File: src/rtl/raw_src_pkg.sv
// ----------------------------------------------------------------------------
// raw_src_pkg
// Shared definitions for the synthetic raw Bayer camera source:
//   - state_t      : frame timing FSM states
//   - MODE_*       : pattern select codes for the Mode input
//   - BAR_RGB      : colour-bar table, one {R,G,B} bit triple per bar
//   - SITE_*       : Bayer site codes indexed by {line[0], pixel[0]}
// ----------------------------------------------------------------------------
package raw_src_pkg;

    typedef enum logic [2:0] {
        ST_IDLE       = 3'd0,
        ST_VSYNC      = 3'd1,
        ST_VBLANK_TOP = 3'd2,
        ST_ACTIVE     = 3'd3,
        ST_VBLANK_BOT = 3'd4
    } state_t;

    localparam logic [1:0] MODE_BARS  = 2'd0;
    localparam logic [1:0] MODE_RAMP  = 2'd1;
    localparam logic [1:0] MODE_CHECK = 2'd2;
    localparam logic [1:0] MODE_CONST = 2'd3;

    localparam logic [9:0] PIX_FULL = 10'h3FF;

    // Bar colours left to right; bit 2 = R, bit 1 = G, bit 0 = B.
    // White, yellow, cyan, green, magenta, red, blue, black.
    localparam logic [2:0] BAR_RGB [8] = '{
        3'b111, 3'b110, 3'b011, 3'b010,
        3'b101, 3'b100, 3'b001, 3'b000
    };

    // Bayer sites: even lines are G,R,G,R...; odd lines are B,G,B,G...
    localparam logic [1:0] SITE_G_R = 2'b00; // green on a red line
    localparam logic [1:0] SITE_R   = 2'b01;
    localparam logic [1:0] SITE_B   = 2'b10;
    localparam logic [1:0] SITE_G_B = 2'b11; // green on a blue line

endpackage

File: src/rtl/raw_pattern_gen.sv
// ----------------------------------------------------------------------------
// raw_pattern_gen
// Purely combinational test-pattern value for one Bayer pixel.
// Ports:
//   px        in  10  active pixel index (low bits)
//   ln_odd    in   1  active line index bit 0 (selects R/G or G/B line)
//   ln_bit3   in   1  active line index bit 3 (checkerboard row phase)
//   bar       in   3  colour-bar index for the current pixel
//   mode      in   2  latched pattern select
//   const_val in  10  latched constant value for MODE_CONST
//   noise     in   2  LFSR bits (only when RAW_NOISE_EN is defined)
//   pix       out 10  pattern value
// Build option: RAW_NOISE_EN adds the noise port and XORs it into pix[1:0]
// for every mode except MODE_CONST.
// ----------------------------------------------------------------------------
module raw_pattern_gen (
    input  logic [9:0] px,
    input  logic       ln_odd,
    input  logic       ln_bit3,
    input  logic [2:0] bar,
    input  logic [1:0] mode,
    input  logic [9:0] const_val,
`ifdef RAW_NOISE_EN
    input  logic [1:0] noise,
`endif
    output logic [9:0] pix
);
    import raw_src_pkg::*;

    logic [2:0] rgb;
    logic       chan_on;
    logic [9:0] pat;

    always_comb begin
        rgb = BAR_RGB[bar];

        // Pick the colour channel sampled at this Bayer site.
        case ({ln_odd, px[0]})
            SITE_R:  chan_on = rgb[2];
            SITE_B:  chan_on = rgb[0];
            default: chan_on = rgb[1];
        endcase

        case (mode)
            MODE_BARS:  pat = chan_on ? PIX_FULL : 10'd0;
            MODE_RAMP:  pat = px;
            MODE_CHECK: pat = (px[3] ^ ln_bit3) ? PIX_FULL : 10'd0;
            default:    pat = const_val;
        endcase

        pix = pat;
`ifdef RAW_NOISE_EN
        if (mode != MODE_CONST) begin
            pix = {pat[9:2], pat[1:0] ^ noise};
        end
`endif
    end

endmodule

File: src/rtl/raw_bayer_source.sv
// ----------------------------------------------------------------------------
// raw_bayer_source
// Synthetic 10-bit raw Bayer camera transmitter producing the Data/HS/VS
// interface of a D8M sensor: VS lines, free-run blank lines, active lines
// carrying a Bayer-mosaiced test pattern, then bottom blanking.
// Ports:
//   Clk        in   1  pixel clock
//   RST        in   1  synchronous active-high reset
//   En         in   1  frame enable, only looked at on frame boundaries
//   Mode       in   2  pattern select (bars, ramp, checkerboard, constant)
//   ConstVal   in  10  constant pixel value for the constant pattern
//   Data       out 10  raw Bayer pixel, aligned with HS
//   HS         out  1  line valid
//   VS         out  1  frame sync
//   Busy       out  1  frame in progress
//   FrameDone  out  1  pulse on the last clock of a frame
// Build option: define RAW_NOISE_EN to add a 16-bit LFSR whose two low bits
// dither Data[1:0] in every mode except the constant pattern.
// ----------------------------------------------------------------------------
module raw_bayer_source #(
    parameter int H_ACTIVE = 640,
    parameter int H_TOTAL  = 793,
    parameter int V_ACTIVE = 480,
    parameter int VS_LINES = 2,
    parameter int FREE_RUN = 44,
    parameter int V_BACK   = 2
) (
    input  logic       Clk,
    input  logic       RST,
    input  logic       En,
    input  logic [1:0] Mode,
    input  logic [9:0] ConstVal,
    output logic [9:0] Data,
    output logic       HS,
    output logic       VS,
    output logic       Busy,
    output logic       FrameDone
);
    import raw_src_pkg::*;

    localparam int V_TOTAL = VS_LINES + FREE_RUN + V_ACTIVE + V_BACK;
    localparam int HW      = $clog2(H_TOTAL);
    localparam int VW      = $clog2(V_TOTAL);
    localparam int BAR_LEN = H_ACTIVE / 8;
    localparam int BW      = (BAR_LEN > 1) ? $clog2(BAR_LEN) : 1;

    localparam logic [HW-1:0] H_LAST   = HW'(H_TOTAL - 1);
    localparam logic [HW-1:0] H_ACT_C  = HW'(H_ACTIVE);
    localparam logic [VW-1:0] VS_LAST  = VW'(VS_LINES - 1);
    localparam logic [VW-1:0] TOP_LAST = VW'(VS_LINES + FREE_RUN - 1);
    localparam logic [VW-1:0] ACT_LAST = VW'(VS_LINES + FREE_RUN + V_ACTIVE - 1);
    localparam logic [VW-1:0] V_LAST   = VW'(V_TOTAL - 1);
    localparam logic [BW-1:0] BAR_LAST = BW'(BAR_LEN - 1);

    state_t          state_q,   state_d;
    logic [HW-1:0]   hcnt_q,    hcnt_d;
    logic [VW-1:0]   vcnt_q,    vcnt_d;     // line within the whole frame
    logic [3:0]      ln_q,      ln_d;       // only bits 0 and 3 matter
    logic [2:0]      bar_q,     bar_d;
    logic [BW-1:0]   bar_cnt_q, bar_cnt_d;
    logic [1:0]      mode_q,    mode_d;
    logic [9:0]      const_q,   const_d;

    logic [9:0]      data_q, data_d;
    logic            hs_q,   hs_d;
    logic            vs_q,   vs_d;
    logic            busy_q, busy_d;
    logic            fd_q,   fd_d;

    logic            line_end;
    logic [9:0]      px;
    logic [9:0]      pix;

    // Timing FSM and counters. Everything is computed for the *next* cycle
    // so the registered outputs line up with the registered counters.
    always_comb begin
        state_d   = state_q;
        hcnt_d    = hcnt_q;
        vcnt_d    = vcnt_q;
        ln_d      = ln_q;
        mode_d    = mode_q;
        const_d   = const_q;
        line_end  = (hcnt_q == H_LAST);

        if (state_q == ST_IDLE) begin
            hcnt_d = '0;
            vcnt_d = '0;
            ln_d   = '0;
            if (En) begin
                state_d = ST_VSYNC;
                mode_d  = Mode;
                const_d = ConstVal;
            end
        end else begin
            hcnt_d = line_end ? '0 : hcnt_q + 1'b1;
            if (line_end) begin
                vcnt_d = (vcnt_q == V_LAST) ? '0 : vcnt_q + 1'b1;
                case (state_q)
                    ST_VSYNC: begin
                        if (vcnt_q == VS_LAST) state_d = ST_VBLANK_TOP;
                    end
                    ST_VBLANK_TOP: begin
                        if (vcnt_q == TOP_LAST) begin
                            state_d = ST_ACTIVE;
                            ln_d    = '0;
                        end
                    end
                    ST_ACTIVE: begin
                        ln_d = ln_q + 1'b1;
                        if (vcnt_q == ACT_LAST) state_d = ST_VBLANK_BOT;
                    end
                    ST_VBLANK_BOT: begin
                        // Back-to-back frames: no idle gap when En stays high.
                        if (vcnt_q == V_LAST) begin
                            if (En) begin
                                state_d = ST_VSYNC;
                                mode_d  = Mode;
                                const_d = ConstVal;
                            end else begin
                                state_d = ST_IDLE;
                            end
                        end
                    end
                    default: state_d = ST_IDLE;
                endcase
            end
        end
    end

    // Bar index tracks hcnt_d / BAR_LEN with a small sub-counter instead of
    // a divider; it restarts at every line start.
    always_comb begin
        bar_d     = bar_q;
        bar_cnt_d = bar_cnt_q;
        if (hcnt_d == '0) begin
            bar_d     = '0;
            bar_cnt_d = '0;
        end else if (bar_cnt_q == BAR_LAST) begin
            bar_d     = bar_q + 1'b1;
            bar_cnt_d = '0;
        end else begin
            bar_cnt_d = bar_cnt_q + 1'b1;
        end
    end

    assign px     = 10'(hcnt_d);
    assign hs_d   = (state_d == ST_ACTIVE) && (hcnt_d < H_ACT_C);
    assign vs_d   = (state_d == ST_VSYNC);
    assign busy_d = (state_d != ST_IDLE);
    assign fd_d   = (state_d == ST_VBLANK_BOT) && (vcnt_d == V_LAST) && (hcnt_d == H_LAST);
    assign data_d = hs_d ? pix : 10'd0;

`ifdef RAW_NOISE_EN
    // Fibonacci LFSR, taps 16,14,13,11; steps once per active pixel and the
    // current value dithers that pixel.
    logic [15:0] lfsr_q, lfsr_d;
    assign lfsr_d = hs_d ? {lfsr_q[0] ^ lfsr_q[2] ^ lfsr_q[3] ^ lfsr_q[5], lfsr_q[15:1]}
                         : lfsr_q;
`endif

    raw_pattern_gen u_pattern (
        .px        (px),
        .ln_odd    (ln_d[0]),
        .ln_bit3   (ln_d[3]),
        .bar       (bar_d),
        .mode      (mode_d),
        .const_val (const_d),
`ifdef RAW_NOISE_EN
        .noise     (lfsr_q[1:0]),
`endif
        .pix       (pix)
    );

    always_ff @(posedge Clk) begin
        if (RST) begin
            state_q   <= ST_IDLE;
            hcnt_q    <= '0;
            vcnt_q    <= '0;
            ln_q      <= '0;
            bar_q     <= '0;
            bar_cnt_q <= '0;
            mode_q    <= '0;
            const_q   <= '0;
            data_q    <= '0;
            hs_q      <= 1'b0;
            vs_q      <= 1'b0;
            busy_q    <= 1'b0;
            fd_q      <= 1'b0;
`ifdef RAW_NOISE_EN
            lfsr_q    <= 16'hACE1;
`endif
        end else begin
            state_q   <= state_d;
            hcnt_q    <= hcnt_d;
            vcnt_q    <= vcnt_d;
            ln_q      <= ln_d;
            bar_q     <= bar_d;
            bar_cnt_q <= bar_cnt_d;
            mode_q    <= mode_d;
            const_q   <= const_d;
            data_q    <= data_d;
            hs_q      <= hs_d;
            vs_q      <= vs_d;
            busy_q    <= busy_d;
            fd_q      <= fd_d;
`ifdef RAW_NOISE_EN
            lfsr_q    <= lfsr_d;
`endif
        end
    end

    assign Data      = data_q;
    assign HS        = hs_q;
    assign VS        = vs_q;
    assign Busy      = busy_q;
    assign FrameDone = fd_q;

endmodule

File: config.mk
export PLATFORM = sky130hd
export DESIGN_NAME = raw_bayer_source
export DESIGN_NICKNAME = d
export VERILOG_FILES = /design/src/rtl/raw_src_pkg.sv /design/src/rtl/raw_pattern_gen.sv /design/src/rtl/raw_bayer_source.sv
export SDC_FILE = /design/constraint.sdc
export NUM_CORES = 1
export LEC_CHECK = 0
export BUFFER_PORTS_ARGS = -buffer_cell sky130_fd_sc_hd__buf_4
export CAP_MARGIN = 40
export CORE_ASPECT_RATIO = 0.5
export CORE_MARGIN = 1.5
export CORE_UTILIZATION = 50
export CTS_CLUSTER_DIAMETER = 40
export CTS_CLUSTER_SIZE = 40
export DETAILED_ROUTE_END_ITERATION = 8
export GPL_ROUTABILITY_DRIVEN = 1
export HOLD_SLACK_MARGIN = 0.03
export PLACE_DENSITY = 0.66
export SLEW_MARGIN = 20
export SYNTH_ARGS = -nofsm -noshare
export SYNTH_HDL_FRONTEND = slang
export SYNTH_SLANG_ARGS = --single-unit
File: constraint.sdc
create_clock -name Clk -period 8.8 [get_ports Clk]
set_clock_uncertainty 0.15 [all_clocks]
set_input_delay 1.32 -clock Clk [delete_from_list [all_inputs] [get_ports Clk]]
set_output_delay 1.32 -clock Clk [all_outputs]
set_load 0.05 [all_outputs]
==> qor.csv <==
stage,metric,value,unit
cts,cts_made_buffers,9,
die,io_pins,29,
drt,first_pass_iters,4,
critical_path,crit_slowest_cell,nor4_1,
timing,setup_ws,4.97,ns
synth,async_reset_ff_frac,0,
grt,track_usage,0.231,
cts,clock_latency,0.33,ns
critical_path,arrival,3.89,ns
placed_design,routabilityCongestion,0.908,
timing,max_freq,261,MHz
layout,area_growth,16.6,%
timing,period_share,0.435,
timing,maxSlewHeadroom,0.469,
synth,synth_nets,402,
drt,vias,2805,
drt,routed_wl,7.51,mm
synth,ys_types,59,
placed_design,pre_cts_slack,4.95,ns
power,ir_worst_vdd,0.000110,V
run,maxCapViolations,0,
critical_path,crit_family,simple AND/OR/NAND/NOR gates,
cts,root_buffer,clkbuf_16,
grt,first_global_vias,2621,
layout,diodes,0,
placed_design,place_hpwl,5.52,mm
power,power_density,194,nW/um^2
placed_design,port_buffers,28,
timing,slew_viol_final,0,
cts,cts.htree.levels,3,
critical_path,worst-path-buf-inv,2,
timing,tightest_slew,0.789,ns
timing,final.setup.tns,0,ns
run_status,status,completed,
synth,synth-seq-area-share,0.382,
synth,synth-seq-cells,63,
drt,via_per_inst,5.74,
grt,grt_max_degree,30,
critical_path,critical_path_required,8.86,ns
cts,cts_setup_buffers,0,
grt,antenna_found_initial,0,
timing,rsz0062_at_grt,no,
grt,grt_pass1_wl,12.6,mm
power,total_power,747,uW
cts,cts.clk_slew.worst_paths,0.05,ns
critical_path,worstPathMaxFanout,5,
power,p_leak,0.00155,uW
cts,clock-sinks,63,
grt,overflow,0,
synth,netlist_area,3300,um^2
drt,postRouteAntennaNets,0,
cts,clk_path_buf_depth,2,
layout,final_nets,420,
cts,cts_resized,0,
critical_path,critPathLaunchType,flip-flop,
timing,min_period,3.83,ns
synth,synth_ff_type,dfxtp_1,
critical_path,crit_chain,inv_1 -> ha_1 -> nand4b_1 -> nor4_1 -> mux2_2 -> nand2_1 -> inv_1 -> ha_1 -> a221oi_1 -> o211ai_1 -> o31a_1 -> o221a_2 -> or3_1,
critical_path,criticalPathCategory,reg -> reg,
die,rows,20,
critical_path,cp-end-kind,flip-flop,
synth,yosys_warnings,0,
synth,synth-edff-count,0,
drt,route.detailed.drc,0,
timing,hold_viol_final,0,
layout,drive_gt1_frac,0.150,
min_path,worstHoldPathType,reg -> reg,
drt,wl_per_cell,15.4,um
layout,stdcell_area,3850,um^2
cts,tritoncts,built,
die,dieArea,7120,um^2
placed_design,postPlaceCellArea,3520,um^2
cts,hold_buffers,0,
synth,synth_cells,378,
timing,setup_viol,0,
synth,synth.avg_cell_area,8.73,um^2
die,die_x,118,um
die,core,6210,um^2
die,initial_core_util,0.531,
drt,drt_iter0_markers,155,
layout,final_core_util,0.620,
die,fp.dieH,60.4,um
critical_path,max_stage_delay,0.71,ns
==> routing by layer <==
| metal | wire (um) | vias up | GRT usage | share of wire |
|---|---|---|---|---|
| li1 | - | 1386 | - | - |
| met1 | 3560 | 1325 | 0.298 | 0.47 |
| met2 | 3410 | 85 | 0.368 | 0.45 |
| met3 | 439 | 9 | 0.0789 | 0.058 |
| met4 | 96 | 0 | 0.0854 | 0.013 |
| met5 | 0 | - | 0 | 0 |
==> cell type report <==
| class | count | area [um^2] |
|---|---|---|
| inverters | 11 | 41.3 |
| clock buffers | 13 | 260 |
| repair buffers | 29 | 218 |
| fillers | 555 | 2360 |
| flip-flops and latches | 63 | 1260 |
| well taps | 88 | 110 |
| multi-input cells | 282 | 1890 |
| clock inverters | 3 | 65.1 |
==> cells in the mapped netlist, drive strengths merged (5+ instances only) <==
master / count / area (um^2)
a21oi: 16 / 80.1
a221o: 5 / 50.1
a31oi: 5 / 46.3
and3: 9 / 56.3
buf: 9 / 56.3
clkbuf: 13 / 48.8
dfxtp: 63 / 1260
ha: 9 / 113
inv: 11 / 41.3
mux2i: 13 / 134
nand2: 25 / 93.8
nand2b: 8 / 57.6
nand3: 10 / 50.1
nand4: 14 / 87.6
nor2: 59 / 224
nor3: 14 / 81.3
nor4: 5 / 46.3
o21ai: 6 / 30.0
or3: 7 / 48.8
xnor2: 11 / 96.3
xor2: 14 / 123
==> stage by stage <==
step	cells	hold slack, ns
2_1_floorplan	378	0.263
3_3_place_gp	473	0.279
3_5_place_dp	473	0.287
4_1_cts	489	0.298
5_1_grt	489	0.333
6_report	489	0.296
==> placed cells by master, fill, tap and decap left out, types with 9 or more instances in the layout <==
master	Yosys	layout
a21oi_1	16	16
xnor2_1	11	11
nand4_1	14	14
clkbuf_16	0	9
nor2_1	58	58
and3_1	9	9
buf_4	2	29
xor2_1	14	14
inv_1	11	11
dfxtp_1	63	63
nand2_1	25	25
mux2i_1	12	12
nand3_1	10	10
nor3_1	13	13
ha_1	9	9
==> where the power goes <==
part | switching, uW | internal (uW)
clock network | 119 | 263
logic | 44.5 | 23.7
registers | 4.18 | 293
==> flip-flops by register name (all words and copies together), names as in the netlist, 2 cells and up <==
register   flops
vcnt_q        10
ln_q           4
Data          10
bar_cnt_q      7
mode_q         2
state_q        3
bar_q          3
const_q       10
hcnt_q        10
==> logic make-up after synthesis <==
group                    count (synthesis)  share of synthesized area
flip-flops                              63                      0.382
adder cells (fa/ha/maj)                  9                     0.0341
XOR/XNOR                                25                     0.0664
AND/OR/NAND/NOR                        178                      0.297
multiplexers                            15                     0.0474
buffers and inverters                   33                     0.0444
AO/OA/AOI/OAI                           55                      0.128
==> final timing paths <==
check / to / cells after the start / slack (ns) / from
min: bar_cnt_q[0] / 1 / 0.30 / bar_cnt_q[0]
max reg2reg: Data[9] / 13 / 4.97 / hcnt_q[0]
min reg2reg: bar_cnt_q[0] / 1 / 0.30 / bar_cnt_q[0]
max: Data[9] / 13 / 4.97 / hcnt_q[0]
Note: power is estimated with default switching activity, not from simulation.
